$ cat src/rtl/max7219_receiver.sv
// -----------------------------------------------------------------------------
// max7219_receiver
//   Receives MAX7219-style serial frames on DIN/SCLK/CS. SCLK and CS are
//   asynchronous to clk. Each 16-bit frame is applied to a register file that
//   mirrors the MAX7219 digit and control registers. Used for loopback
//   self-test and for on-chip display emulation.
//
//   Optional feature macro: MAX7219_RX_DOUT_EN
//     defined   - daisy-chain mode. DOUT carries shift[15], and frames of 16
//                 or more bits are accepted. The last 16 bits shifted in are
//                 the ones committed.
//     undefined - DOUT is tied low, and only exactly-16-bit frames are
//                 accepted.
//
// Ports
//   clk, rst_n    system clock (rising edge); asynchronous active-low reset
//   DIN/SCLK/CS   serial input pins (MSB first, CS active low)
//   row_sel       row readback select (0 selects digit register 0x1)
//   row_q         combinational readback of digit register row_sel+1
//   shutdown_n    reg 0xC bit0
//   decode_mode   reg 0x9
//   intensity     reg 0xA[3:0]
//   scan_limit    reg 0xB[2:0]
//   display_test  reg 0xF bit0
//   frame_valid   one-cycle pulse when a frame is accepted
//   frame_err     one-cycle pulse when a frame is rejected
//   last_addr     address nibble of the last accepted frame
//   DOUT          daisy-chain serial output
// -----------------------------------------------------------------------------
module max7219_receiver (
    input  logic       clk,
    input  logic       rst_n,
    input  logic       DIN,
    input  logic       SCLK,
    input  logic       CS,
    input  logic [2:0] row_sel,
    output logic [7:0] row_q,
    output logic       shutdown_n,
    output logic [7:0] decode_mode,
    output logic [3:0] intensity,
    output logic [2:0] scan_limit,
    output logic       display_test,
    output logic       frame_valid,
    output logic       frame_err,
    output logic [3:0] last_addr,
    output logic       DOUT
);

    typedef enum logic [1:0] {IDLE, ARMED, SHIFT} state_t;

    logic [1:0]       din_s;
    logic [2:0]       sclk_s;
    logic [2:0]       cs_s;
    // live[k] is set once sync stage k+1 holds a genuine pin sample rather
    // than its reset value.
    logic [2:0]       live;
    state_t           state_q, state_d;
    logic [15:0]      shift_q;
    logic [4:0]       cnt_q;
    logic [7:0][7:0]  digit_q;
    logic             clr, shift_en, commit, accept;
    logic             sclk_rise, cs_fall, cs_rise;
    logic [3:0]       addr;
    logic [7:0]       data;
    logic [2:0]       row_idx;
    logic             unused_bits;

    // Input synchronisers. The CS stages reset high, so that CS reads as
    // idle until the real pin level arrives.
    always_ff @(posedge clk or negedge rst_n) begin
        if (!rst_n) begin
            din_s  <= 2'b00;
            sclk_s <= 3'b000;
            cs_s   <= 3'b111;
            live   <= 3'b000;
        end else begin
            din_s  <= {din_s[0], DIN};
            sclk_s <= {sclk_s[1:0], SCLK};
            cs_s   <= {cs_s[1:0], CS};
            live   <= {live[1:0], 1'b1};
        end
    end

    assign sclk_rise = sclk_s[1] & ~sclk_s[2];
    assign cs_rise   = cs_s[1] & ~cs_s[2];
    // The reset value of cs_s[2] must not count as "high". If CS is already
    // low when reset is released, that is not a falling edge.
    assign cs_fall   = ~cs_s[1] & cs_s[2] & live[2];

    always_ff @(posedge clk or negedge rst_n) begin
        if (!rst_n) state_q <= IDLE;
        else        state_q <= state_d;
    end

    // A CS rise takes priority over an SCLK rise in the same cycle. The SCLK
    // edge is dropped, and the frame is judged on the count seen so far.
    always_comb begin
        state_d  = state_q;
        clr      = 1'b0;
        shift_en = 1'b0;
        commit   = 1'b0;
        case (state_q)
            IDLE: begin
                if (cs_fall) begin
                    clr     = 1'b1;
                    state_d = ARMED;
                end
            end
            ARMED, SHIFT: begin
                if (cs_rise) begin
                    commit  = 1'b1;
                    state_d = IDLE;
                end else if (sclk_rise) begin
                    shift_en = 1'b1;
                    state_d  = SHIFT;
                end
            end
            default: state_d = IDLE;
        endcase
    end

    always_ff @(posedge clk or negedge rst_n) begin
        if (!rst_n) begin
            shift_q <= '0;
            cnt_q   <= '0;
        end else if (clr) begin
            shift_q <= '0;
            cnt_q   <= '0;
        end else if (shift_en) begin
            shift_q <= {shift_q[14:0], din_s[1]};
            if (cnt_q != 5'd31) cnt_q <= cnt_q + 5'd1;
        end
    end

`ifdef MAX7219_RX_DOUT_EN
    logic sclk_fall;
    assign sclk_fall   = ~sclk_s[1] & sclk_s[2];
    assign accept      = (cnt_q >= 5'd16);
    assign unused_bits = ^shift_q[14:12];

    // Data leaves on the SCLK falling edge, which gives the next device a
    // full low phase of setup time before its rising-edge sample.
    always_ff @(posedge clk or negedge rst_n) begin
        if (!rst_n)                                        DOUT <= 1'b0;
        else if (sclk_fall && !cs_s[1] && state_q != IDLE) DOUT <= shift_q[15];
    end
`else
    assign accept      = (cnt_q == 5'd16);
    assign unused_bits = ^shift_q[15:12];
    assign DOUT        = 1'b0;
`endif

    assign addr    = shift_q[11:8];
    assign data    = shift_q[7:0];
    // Addresses 0x1..0x8 map to rows 0..7. Address 8 wraps from 3'b000 to 7.
    assign row_idx = addr[2:0] - 3'd1;

    always_ff @(posedge clk or negedge rst_n) begin
        if (!rst_n) begin
            digit_q      <= '0;
            shutdown_n   <= 1'b0;
            decode_mode  <= 8'h00;
            intensity    <= 4'h0;
            scan_limit   <= 3'h0;
            display_test <= 1'b0;
            frame_valid  <= 1'b0;
            frame_err    <= 1'b0;
            last_addr    <= 4'h0;
        end else begin
            frame_valid <= 1'b0;
            frame_err   <= 1'b0;
            if (commit) begin
                if (accept) begin
                    frame_valid <= 1'b1;
                    last_addr   <= addr;
                    case (addr)
                        4'h1, 4'h2, 4'h3, 4'h4,
                        4'h5, 4'h6, 4'h7, 4'h8: digit_q[row_idx] <= data;
                        4'h9:    decode_mode  <= data;
                        4'hA:    intensity    <= data[3:0];
                        4'hB:    scan_limit   <= data[2:0];
                        4'hC:    shutdown_n   <= data[0];
                        4'hF:    display_test <= data[0];
                        default: ;  // 0x0, 0xD, 0xE: accepted, no effect
                    endcase
                end else begin
                    frame_err <= 1'b1;
                end
            end
        end
    end

    assign row_q = digit_q[row_sel];

endmodule

$ cat config.mk
export PLATFORM = sky130hd
export DESIGN_NAME = max7219_receiver
export DESIGN_NICKNAME = d
export VERILOG_FILES = /design/src/rtl/max7219_receiver.sv
export SDC_FILE = /design/constraint.sdc
export NUM_CORES = 1
export LEC_CHECK = 0
export CAP_MARGIN = 20
export CORE_MARGIN = 4
export CORE_UTILIZATION = 45
export CTS_BUF_LIST = sky130_fd_sc_hd__clkbuf_16
export CTS_CLUSTER_SIZE = 12
export DETAILED_ROUTE_END_ITERATION = 16
export MAX_ROUTING_LAYER = met4
export PLACE_DENSITY = 0.73
export SYNTH_ARGS = -nofsm -noshare
export SYNTH_HDL_FRONTEND = slang
export SYNTH_SLANG_ARGS = --single-unit
$ cat constraint.sdc
create_clock -name clk -period 2.2 [get_ports clk]
set_input_delay 0.22 -clock clk [delete_from_list [all_inputs] [get_ports clk]]
set_output_delay 0.22 -clock clk [all_outputs]
set_load 0.02 [all_outputs]
==> Word-level counts from Yosys, hierarchy flattened <==
Index checks and enable logic that the tools add are counted.
{ "op_classes": {"n_addsub": 2, "n_reduce_logical": 15, "n_bitwise": 7, "mux": 25, "n_eq_ne": 19, "n_lt_le_gt_ge": 3} }
{ "op_table": {"columns": ["cell", "count"], "rows": [
  ["bitwise mux 64 bit", 1],
  ["binary-select mux 8 bit (select 3 bit)", 1],
  ["demux 8 bit (select 3 bit)", 1],
  ["== test 4 bit, second input constant", 6],
  ["2-to-1 mux 12 bit", 2],
  ["AND reduction 3 bit", 6],
  ["== test 4 x 3 -> 1 bit, second input constant", 4],
  ["2-to-1 mux 8 bit", 2],
  ["2-to-1 mux 5 bit", 3],
  ["2-to-1 mux 1 bit", 11],
  ["== test 4 x 2 -> 1 bit, second input constant", 2],
  ["less-than comparator 3 x 4 -> 1 bit, second input constant", 2],
  ["OR reduction 8 bit", 1],
  ["2-to-1 mux 2 bit", 3],
  ["AND reduction 2 bit", 3],
  ["adder 5 x 1 -> 5 bit, second input constant", 1],
  ["== test 5 bit, second input constant", 1],
  ["inequality test 5 bit, second input constant", 1],
  ["bitwise AND 1 bit", 4],
  ["== test 4 x 1 -> 1 bit, second input constant", 1],
  ["case mux 2 bit (2 select lines)", 1],
  ["nonzero test 2 bit", 2],
  ["greater-or-equal comparator 3 x 1 -> 1 bit, second input constant", 1],
  ["inequality test 3 bit, second input constant", 1],
  ["8 further kinds", 10]
]} }
{ "totals": {"out_inout_bits": 32, "register_bits": 117, "input_bits": 8} }

==> Depth between registers and ports, before layout <==
Gate-level depths: netlist (run 1).
{ "logic_depth": {"depth_word": 7, "mapped_depth": 7, "depth_no_buf": 6} }

==> Least setup slack after synthesis (run 1) <==
OpenSTA, ideal clock, no wires.
{ "synth_timing": {"path_type": "register to register", "startpoint": "register shift_q[8]", "endpoint": "register digit_q[56] in the netlist's numbering", "slack_ns": -0.091, "synth_period_minus_slack_ns": 2.291, "required_ns": 2.075, "t_arrival_ns": 2.166, "path_stages_with_launch": 8, "path_buffers": 1, "path_cell_list": "dfrtp_1 clkbuf_1 inv_2 ha_1 or3b_1 o22ai_2 nand4b_2 mux2_2"} }
{ "synth_between": {"elab_chain_len": 6, "elab_cells_between_ends": 17, "cone_classes": "add/sub: 1; order compare: 2; eq/ne: 8; mux: 3; reduce/logical: 3"} }
{ "synth_rtl": {"columns": ["element", "line_no", "source"], "rows": [
  ["from (decl)", "58", "logic [15:0] shift_q;"],
  ["from (signal assigned)", "130", "shift_q <= {shift_q[14:0], din_s[1]};"],
  ["subtractor 3 x 1 -> 3 bit", "156", "assign row_idx = addr[2:0] - 3'd1;"],
  ["less-than comparator 3 x 4 -> 1 bit (implied by the code) or greater-or-equal comparator 3 x 1 -> 1 bit (tied branches)", "178", "4'h5, 4'h6, 4'h7, 4'h8: digit_q[row_idx] <= data;"],
  ["logical AND 1 bit (implied by the code)", "178", null],
  ["2-to-1 mux 8 bit (implied by the code)", "178", null],
  ["demux 8 bit (select 3 bit)", "178", null],
  ["bitwise mux 64 bit", "178", null],
  ["to (signal, indexed assignment)", "178", null],
  ["to (decl)", "60", "logic [7:0][7:0] digit_q;"]
]} }
Several ways; a longest one is shown, not always the timed one.
A chain may end at the register's enable or synchronous reset.

==> Final worst setup path (run 1) <==
{ "layout_timing": {"startpoint": "input row_sel[0]", "endpoint": "output row_q[3]"} }
{ "layout_between": {"elab_chain_len": 2} }
{ "layout_rtl": {"columns": ["element", "line_no", "source"], "rows": [
  ["from (decl)", "36", "input logic [2:0] row_sel,"],
  ["binary-select mux 8 bit (select 3 bit)", "193", "assign row_q = digit_q[row_sel];"],
  ["2-to-1 mux 8 bit (implied by the code)", "193", null],
  ["to (decl)", "37", "output logic [7:0] row_q,"]
]} }
No other way between the ends. The select of a mux whose other input is x is not followed.

==> impl_metrics.py, run 1 <==
metrics = {
    "status": {
        "status": "finished clean",
    },
    "floorplan": {
        "core_area_um2": 11030,
        "io_pins": 40,
        "die_area_um2": 13270,
        "rows": 38,
        "die_h_um": 115.2,
        "initial_core_util": 0.4687,
        "die_w_um": 115.2,
    },
    "setup_path": {
        "path_class": "input pin to primary output",
        "r2r_end": "digit_q[32]$_DFFE_PN0P_",
        "startpoint": "row_sel[0]",
        "cp-endpoint": "row_q[3]",
        "reg2regPathDepth": 6,
        "crit_required_ns": 1.98,
        "reg2reg_from": "shift_q[8]$_DFFE_PN0P_",
        "ff2ff_setup_slack_ns": 0.09,
        "cp-start-kind": "input pin",
        "worst_setup_path_end_kind": "primary output",
        "path_max_fanout": 8,
        "cp.arrival_ns": 1.90,
    },
    "sta": {
        "slew_headroom": 0.6499,
        "finalWorstSetupSlack_ns": 0.07995,
        "post-route-period-util": 0.9637,
        "hold_violations": 0,
        "rsz0062_at_grt": "false",
        "max_freq_mhz": 471.7,
        "setup_violations": 0,
        "fin_crit_ns": 2.120,
        "timing.setup.tns_ns": 0,
        "tightestPinTransition_ns": 0.5252,
        "finalClockSkew_ns": 0.009015,
        "slew_viol_final": 0,
    },
    "logic_synthesis": {
        "synth_edf_count": 0,
        "synthTopCellsByArea": "dfrtp_1 55%, mux2_2 20%, mux4_2 7.0%, mux2i_1 2.7%, ha_1 1.9%",
        "ys_ff_latch": 117,
        "yosysWarningCount": 0,
        "syn_area_per_cell_um2": 15.03,
        "synth_cells": 344,
        "ys_async_sr_fraction": 1.000,
        "synth_top_flop_cell": "dfrtp_1",
        "synth_most_common_cell": "dfrtp_1",
        "mappedNetlistArea_um2": 5170,
        "synth_nets": 360,
        "yosysSeqAreaShare": 0.5670,
        "netlist.area_leader.share": 0.5518,
        "synth_cell_types": 42,
        "synth_top_area_cell": "dfrtp_1",
        "ys_top_cells_by_count": "114 x dfrtp_1, 91 x mux2_2, 19 x nor2_1",
    },
    "clock_network": {
        "clk_pin_slew_worst_paths_ns": 0.05,
        "cts_buffer_depth": 2,
        "cts_root_buf": "clkbuf_16",
        "h-tree-depth": 4,
        "cts_tree": "done",
        "clock_latency_ns": 0.41,
        "numCtsBuffers": 17,
        "clkSinkCount": 117,
    },
    "run": {
        "max-cap-violations": 0,
    },
    "pwr": {
        "p_int_mw": 4.122,
        "power_frac_comb": 0.068,
        "switching_share": 0.2298,
        "peakVddDrop_uv": 503.8,
        "p_per_area_nw_per_um2": 824.4,
        "leakage_nw": 3.338,
        "p_sw_mw": 1.230,
        "p_clk_frac": 0.497,
        "p_seq_frac": 0.436,
    },
    "placement": {
        "place_ws_ns": -0.3101,
        "place_hpwl_um": 6369,
        "placed_area_um2": 5823,
        "io_buffers": 38,
        "gp_congestion": 0.7541,
        "dp.cells": 516,
    },
    "routing": {
        "drtPass1Iterations": 4,
        "drt_iter0_markers": 132,
        "vias": 2983,
        "drtAntennaViolNets": 0,
        "wl_per_cell_um": 18.46,
        "drt_wl_total_um": 10140,
        "viasPerCell": 5.434,
        "drc": 0,
    },
    "global_route": {
        "grtUsageTotal": 0.1772,
        "grt_pass1_wl_um": 17370,
        "overflow": 0,
        "antenna_found_initial": 0,
        "grt_max_degree": 60,
        "grt_pass1_vias": 3292,
    },
    "layout": {
        "fin_nets": 413,
        "antenna_cells": 0,
        "utilization": 0.5885,
        "syn_to_final_growth_pct": 25.56,
        "stdcell_count": 549,
        "postLayoutCellArea_um2": 6491,
        "fillers": 854,
        "drive_above_1_share": 0.4083,
    },
    "worst_hold_path": {
        "hold_path_class": "input pin to asynchronous set/reset pin",
    },
}
[power groups by stage]
stage | combinational, mW | sequential [mW] | clock (mW)
after floorplan | 0.261 | 2.30 | 0
after global placement | 0.342 | 2.36 | 0
after detailed placement | 0.360 | 2.37 | 0
after CTS | 0.370 | 2.34 | 2.70
after global routing | 0.413 | 2.35 | 2.80
final | 0.362 | 2.33 | 2.66
[registers in the layout, indices dropped and copies added (netlist names), 2 cells and up]
signal	count
digit_q	64
sclk_s	3
shift_q	12
state_q	2
scan_limit	3
intensity	4
din_s	2
last_addr	4
cs_s	3
live	3
cnt_q	5
decode_mode	8
[per-stage QoR]
step                      hold WS (ns)  power (mW)
after CTS                       0.1987       5.410
after global placement         0.09016       2.707
after floorplan               -0.07559       2.565
after global routing            0.2193       5.563
after detailed placement       0.09203       2.725
final                           0.2157       5.351
[layout by cell type (no fill, tap or decap), drive strengths merged, types with 2 or more instances in the layout]
master	n
buf	16
nand3b	4
nand2b	2
ha	8
nand4b	3
clkinv	9
nor2	19
a22o	2
dfstp	3
a21oi	2
nor3	2
dlygate4sd2	8
nand3	7
clkdlybuf4s50	28
nor4	2
mux4	16
nor2b	2
inv	9
conb	2
mux2i	14
dfrtp	114
nand2	4
bufinv	3
mux2	93
nand4	6
clkbuf	17
[layout make-up]
cell class	count	area (µm²)	share of cell area
flip-flops and latches	117	2932	0.4516
clock buffers	17	425.4	0.06554
inverters	8	30.03	0.004626
multi-input cells	198	2187	0.3369
repair buffers	55	598.1	0.09214
clock inverters	14	143.9	0.02217
well taps	140	175.2	0.02699
[logic make-up (layout without fill, tap and decap cells)]
group                    Yosys count  after routing  synth area share
AO/OA/AOI/OAI                      8              8           0.01259
XOR/XNOR                           1              1          0.001694
adder cells (fa/ha/maj)            8              8           0.01936
buffers and inverters             29             94           0.02420
flip-flops                       117            117            0.5670
multiplexers                     123            123            0.2994
other                              2              2          0.001453
AND/OR/NAND/NOR                   56             56           0.07430
[critical path, stage by stage]
cell and delay [ns]:
clkdlybuf4s15_1 0.28, bufbuf_16 0.32, mux4_2 0.49, mux2_2 0.26, dlygate4sd2_1 0.33
[routing by layer]
layer	share of wire	global-route usage	up-vias
li1	-	-	1361
met1	0.48	0.2425	1561
met2	0.48	0.2620	52
met3	0.030	0.04526	9
met4	0.0096	0.05399	0
met5	0	-	-
[worst min path at each step]
stage               slack [ns]                    to  cells past startpoint
global route              0.22     cs_s[0]$_DFF_PN1_                      1
finish                    0.22  cnt_q[1]$_DFFE_PN0P_                      2
CTS                       0.20  cnt_q[2]$_DFFE_PN0P_                      2
detailed placement        0.09   sclk_s[0]$_DFF_PN0_                      1
floorplan                -0.08  cnt_q[0]$_DFFE_PN0P_                      0
global placement          0.09   sclk_s[0]$_DFF_PN0_                      1
[timing repair]
item	CTS	global route
buffers inserted	0	0
endpoints found under the hold margin	74	0
endpoints found under the setup margin	42	44
gates resized for setup	12	6
pin swaps	0	1
gates cloned	1	0
hold buffers	1	0
No activity file was read; power rests on OpenSTA's default activity.
==> run 2, diff against run 1 <==
--- a/config.mk
+++ b/config.mk
@@ -12,7 +12,7 @@
 export CTS_CLUSTER_SIZE = 12
 export DETAILED_ROUTE_END_ITERATION = 16
 export MAX_ROUTING_LAYER = met4
-export PLACE_DENSITY = 0.73
+export PLACE_DENSITY = 0.7
 export SYNTH_ARGS = -nofsm -noshare
 export SYNTH_HDL_FRONTEND = slang
 export SYNTH_SLANG_ARGS = --single-unit
==> constraint.sdc (replaced) <==
create_clock -name clk -period 2.5 [get_ports clk]
set_input_delay 0.25 -clock clk [delete_from_list [all_inputs] [get_ports clk]]
set_output_delay 0.25 -clock clk [all_outputs]
set_load 0.02 [all_outputs]
==> impl_metrics.py, run 2 (synthesis gave the netlist of run 1 again) <==
metrics = {
    "setup_path": {
        "path_class": "input pin to primary output",
        "crit_required_ns": 2.25,
        "worst-path-buf-inv": 3,
        "reg2regPathDepth": 6,
        "worst_setup_path_end_kind": "primary output",
        "crit_cells": 5,
        "r2r_end": "digit_q[36]$_DFFE_PN0P_",
        "path_cells": "clkdlybuf4s50_1 -> buf_12 -> mux4_2 -> mux2_2 -> dlygate4sd2_1",
        "cp.arrival_ns": 2.09,
        "path_max_fanout": 16,
        "reg2reg_from": "shift_q[8]$_DFFE_PN0P_",
        "critical-path-top-delay-family": "buffers and inverters",
        "cp-endpoint": "row_q[2]",
        "cp-start-kind": "input pin",
        "startpoint": "row_sel[0]",
        "ff2ff_setup_slack_ns": 0.20,
        "critPathSlowestCell": "clkdlybuf4s50_1",
        "worst_path_largest_cell_delay_ns": 0.51,
    },
    "clock_network": {
        "h-tree-depth": 4,
        "clock_latency_ns": 0.41,
        "numCtsBuffers": 17,
        "clk_pin_slew_worst_paths_ns": 0.05,
        "cts_setup_buffers": 0,
        "cts_tree": "done",
        "clkSinkCount": 117,
        "cts_root_buf": "clkbuf_16",
        "cts_buffer_depth": 2,
    },
    "pwr": {
        "power_mw": 4.737,
        "leakage_nw": 3.241,
        "peakVddDrop_uv": 513.5,
        "p_per_area_nw_per_um2": 746.7,
    },
    "layout": {
        "drive_above_1_share": 0.4035,
        "antenna_cells": 0,
        "largest_reg_flops": 64,
        "stdcell_count": 544,
        "final_cell_mix": "114 x dfrtp_1, 91 x mux2_2, 29 x clkdlybuf4s50_1",
        "final_common_cell": "dfrtp_1",
        "reg.largest.list": "digit_q (64), shift_q (12), decode_mode (8)",
        "fin_nets": 407,
        "utilization": 0.5751,
        "regMostFlops": "digit_q",
        "syn_to_final_growth_pct": 22.70,
    },
    "sta": {
        "timing.setup.tns_ns": 0,
        "hold_violations": 0,
        "post-route-period-util": 0.9374,
        "rsz0062_at_grt": "false",
        "fin_crit_ns": 2.344,
        "max_freq_mhz": 426.7,
        "setup_violations": 0,
        "finalClockSkew_ns": 0.007038,
        "slew_viol_final": 0,
    },
    "floorplan": {
        "core_area_um2": 11030,
        "die_w_um": 115.2,
        "rows": 38,
        "die_h_um": 115.2,
        "die_area_um2": 13270,
        "io_pins": 40,
        "initial_core_util": 0.4687,
    },
    "routing": {
        "drtPass1Iterations": 4,
        "drc": 0,
        "drt_iter0_markers": 106,
        "vias": 2908,
        "drtAntennaViolNets": 0,
        "wl_per_cell_um": 18.20,
        "drt_wl_total_um": 9899,
        "viasPerCell": 5.346,
    },
    "status": {
        "status": "finished clean",
    },
    "placement": {
        "place_hpwl_um": 6351,
        "dp.cells": 511,
        "gp_congestion": 0.8119,
        "io_buffers": 38,
    },
    "global_route": {
        "grt_pass1_wl_um": 16860,
        "grtUsageTotal": 0.1746,
        "grt_max_degree": 62,
        "grt_pass1_vias": 3121,
        "antenna_found_initial": 0,
        "overflow": 0,
    },
    "run": {
        "max-cap-violations": 0,
    },
    "worst_hold_path": {
        "hold_path_class": "input pin to flop",
    },
}
run 2: changes by cell type in the layout (fill, tap and decap cells not counted), sizes merged:
cell	change
buf	-5
bufbuf	-1
clkdlybuf4s15	-1
clkdlybuf4s50	+1
clkinvlp	+1
run 2: power breakdown:
group / internal [mW] / leakage (nW) / switching, mW / total [mW]
Sequential: 1.95 / 1.60 / 0.0968 / 2.05
Clock: 1.55 / 0.287 / 0.832 / 2.38
Combinational: 0.130 / 1.35 / 0.173 / 0.303
Total: 3.64 / 3.24 / 1.10 / 4.74
run 2: timing repair:
| action | CTS | global route |
|---|---|---|
| hold buffers | 1 | 0 |
| endpoints found under the hold margin | 21 | 0 |
| setup endpoints to repair | 8 | 0 |
| resized for setup | 8 | 0 |
run 2: metrics by stage:
stage	hold WS (ns)	instance area [µm²]	setup WS [ns]
global route	0.2414	6344	0.07450
CTS	0.2401	6344	0.1381
floorplan	-0.04559	5170	0.2089
global placement	0.1733	5753	-0.05406
detailed placement	0.1775	5753	-0.06871
finish	0.2521	6344	0.1564
run 2: worst min-delay path by stage:
stage,from,end,slack [ns],cells after the start
after global routing,CS,cs_s[0]$_DFF_PN1_,0.24,1
after floorplan,rst_n,cnt_q[0]$_DFFE_PN0P_,-0.05,0
after global placement,rst_n,sclk_s[0]$_DFF_PN0_,0.17,1
final,CS,cs_s[0]$_DFF_PN1_,0.25,1
after detailed placement,rst_n,last_addr[3]$_DFFE_PN0P_,0.18,1
after CTS,CS,cs_s[0]$_DFF_PN1_,0.24,1
run 2: layout make-up:
| cell class | count | area [µm²] |
|---|---|---|
| sequential | 117 | 2932 |
| multi-input combinational | 198 | 2113 |
| timing repair buffer | 49 | 503.0 |
| clock inverter | 15 | 165.2 |
| tap | 140 | 175.2 |
| inverter | 8 | 30.03 |
| fill | 863 | 4687 |
| clock buffer | 17 | 425.4 |
run 2: routing by layer:
metal,vias up,share of wire,GRT usage
met4,0,0.013,0.06808
met2,52,0.47,0.2527
met5,-,0,-
met1,1498,0.49,0.2384
li1,1350,-,-
met3,8,0.030,0.04263
run 2: worst reg2reg max path: stages, from the launching register on:
cell and delay (ns):
dfrtp_1 0.36, inv_2 0.09, ha_1 0.26, or3b_1 0.38, o22ai_2 0.29, nand4_2 0.40, mux2_2 0.41
==> run 3, diff against run 2 <==
==> constraint.sdc (replaced) <==
create_clock -name clk -period 2.8 [get_ports clk]
set_input_delay 0.28 -clock clk [delete_from_list [all_inputs] [get_ports clk]]
set_output_delay 0.28 -clock clk [all_outputs]
set_load 0.02 [all_outputs]
==> impl_metrics.py, run 3 (synthesis gave the netlist of run 1 again) <==
metrics = {
    "layout": {
        "postLayoutCellArea_um2": 6324,
        "syn_to_final_growth_pct": 22.31,
        "regMostFlops": "digit_q",
        "antenna_cells": 0,
        "largest_reg_flops": 64,
        "reg.largest.list": "digit_q (64), shift_q (12), decode_mode (8)",
        "drive_above_1_share": 0.3975,
        "utilization": 0.5733,
        "final_common_cell": "dfrtp_1",
        "final_cell_mix": "114 x dfrtp_1, 91 x mux2_2, 37 x clkdlybuf4s50_1",
        "stdcell_count": 540,
        "fillers": 897,
        "fin_nets": 404,
    },
    "sta": {
        "slew_headroom": 0.5262,
        "timing.setup.tns_ns": 0,
        "max_freq_mhz": 379.2,
        "hold_ws_ns": 0.2802,
        "setup_violations": 0,
        "rsz0062_at_grt": "false",
        "slew_viol_final": 0,
        "finalClockSkew_ns": 0.006023,
        "hold_violations": 0,
        "fin_crit_ns": 2.637,
        "post-route-period-util": 0.9418,
        "tightestPinTransition_ns": 0.7107,
        "finalWorstSetupSlack_ns": 0.1631,
    },
    "floorplan": {
        "die_w_um": 115.2,
        "core_area_um2": 11030,
        "die_area_um2": 13270,
        "io_pins": 40,
        "die_h_um": 115.2,
        "initial_core_util": 0.4687,
        "rows": 38,
    },
    "pwr": {
        "p_int_mw": 3.321,
        "p_clk_frac": 0.509,
        "peakVddDrop_uv": 492.8,
        "power_frac_comb": 0.064,
        "leakage_nw": 3.197,
        "p_sw_mw": 0.9664,
        "p_seq_frac": 0.427,
        "p_per_area_nw_per_um2": 678.0,
        "power_mw": 4.287,
        "switching_share": 0.2254,
    },
    "clock_network": {
        "cts_setup_buffers": 0,
        "ctsHoldBuffers": 1,
        "cts_root_buf": "clkbuf_16",
        "h-tree-depth": 4,
        "clkSinkCount": 117,
        "post_cts_resized": 0,
        "clock_latency_ns": 0.41,
        "clk_pin_slew_worst_paths_ns": 0.05,
        "cts_tree": "done",
        "numCtsBuffers": 17,
        "cts_buffer_depth": 2,
    },
    "routing": {
        "drt_iter0_markers": 119,
        "viasPerCell": 5.435,
        "drc": 0,
        "vias": 2935,
        "wl_per_cell_um": 18.35,
        "drtAntennaViolNets": 0,
        "drt_wl_total_um": 9907,
        "drtPass1Iterations": 4,
    },
    "setup_path": {
        "crit_required_ns": 2.52,
        "path_max_fanout": 16,
        "path_class": "input pin to primary output",
        "worst_setup_path_end_kind": "primary output",
        "cp-start-kind": "input pin",
        "cp.arrival_ns": 2.36,
    },
    "placement": {
        "place_ws_ns": 0.1683,
        "placed_area_um2": 5718,
        "gp_congestion": 0.7822,
        "io_buffers": 38,
        "place_hpwl_um": 6368,
        "dp.cells": 508,
    },
    "global_route": {
        "grt_pass1_wl_um": 17020,
        "overflow": 0,
        "grtUsageTotal": 0.1761,
        "grt_max_degree": 64,
        "grt_pass1_vias": 3213,
        "antenna_found_initial": 0,
    },
    "run": {
        "max-cap-violations": 0,
    },
    "worst_hold_path": {
        "hold_path_class": "input pin to flop",
    },
    "status": {
        "status": "finished clean",
    },
}
==> run 3: cell count changes in the layout (fill, tap and decap cells not counted), sizes merged <==
| cell | before | now |
|---|---|---|
| dlygate4sd2 | 8 | 0 |
| buf | 11 | 8 |
| inv | 9 | 11 |
| bufinv | 3 | 4 |
| clkdlybuf4s50 | 29 | 37 |
| clkinv | 9 | 5 |
==> run 3: path summary, 6_finish.rpt <==
path	start	depth (start not counted)	to	slack (ns)
min in group asynchronous	rst_n	2	shutdown_n$_DFFE_PN0P_	0.47
worst min-delay path	CS	1	cs_s[0]$_DFF_PN1_	0.28
max in group asynchronous	rst_n	3	cs_s[2]$_DFF_PN1_	1.54
worst max-delay path	row_sel[0]	5	row_q[1]	0.16
worst max register to register	shift_q[9]$_DFFE_PN0P_	6	digit_q[6]$_DFFE_PN0P_	0.47
worst min register to register	live[0]$_DFF_PN0_	0	live[1]$_DFF_PN0_	0.34
==> run 3: critical path: stages <==
cell and delay, ns:
clkdlybuf4s50_1 0.51, buf_12 0.20, mux4_2 0.52, mux2_2 0.30
clkdlybuf4s50_1 0.54
==> run 3: layout make-up <==
type	instances	area (µm²)	share of cell area
Sequential cell	117	2932	0.4636
Multi-Input combinational cell	198	2113	0.3342
Timing Repair Buffer	46	478.0	0.07558
Clock buffer	17	425.4	0.06727
Tap cell	140	175.2	0.02770
Clock inverter	14	170.2	0.02691
Inverter	8	30.03	0.004749
==> run 3: power groups by stage <==
stage                     clock, mW  sequential [mW]  combinational, mW
final                          2.18             1.83              0.274
after global routing           2.31             1.85              0.312
after CTS                      2.22             1.83              0.281
after detailed placement          0             1.86              0.281
after global placement            0             1.86              0.263
after floorplan                   0             1.81              0.205
==> run 3: routing by layer <==
layer	vias to the layer above	GRT usage	part of all wire
li1	1347	-	-
met4	0	0.06338	0.012
met5	-	-	0
met2	44	0.2569	0.47
met3	11	0.05526	0.030
met1	1533	0.2330	0.49
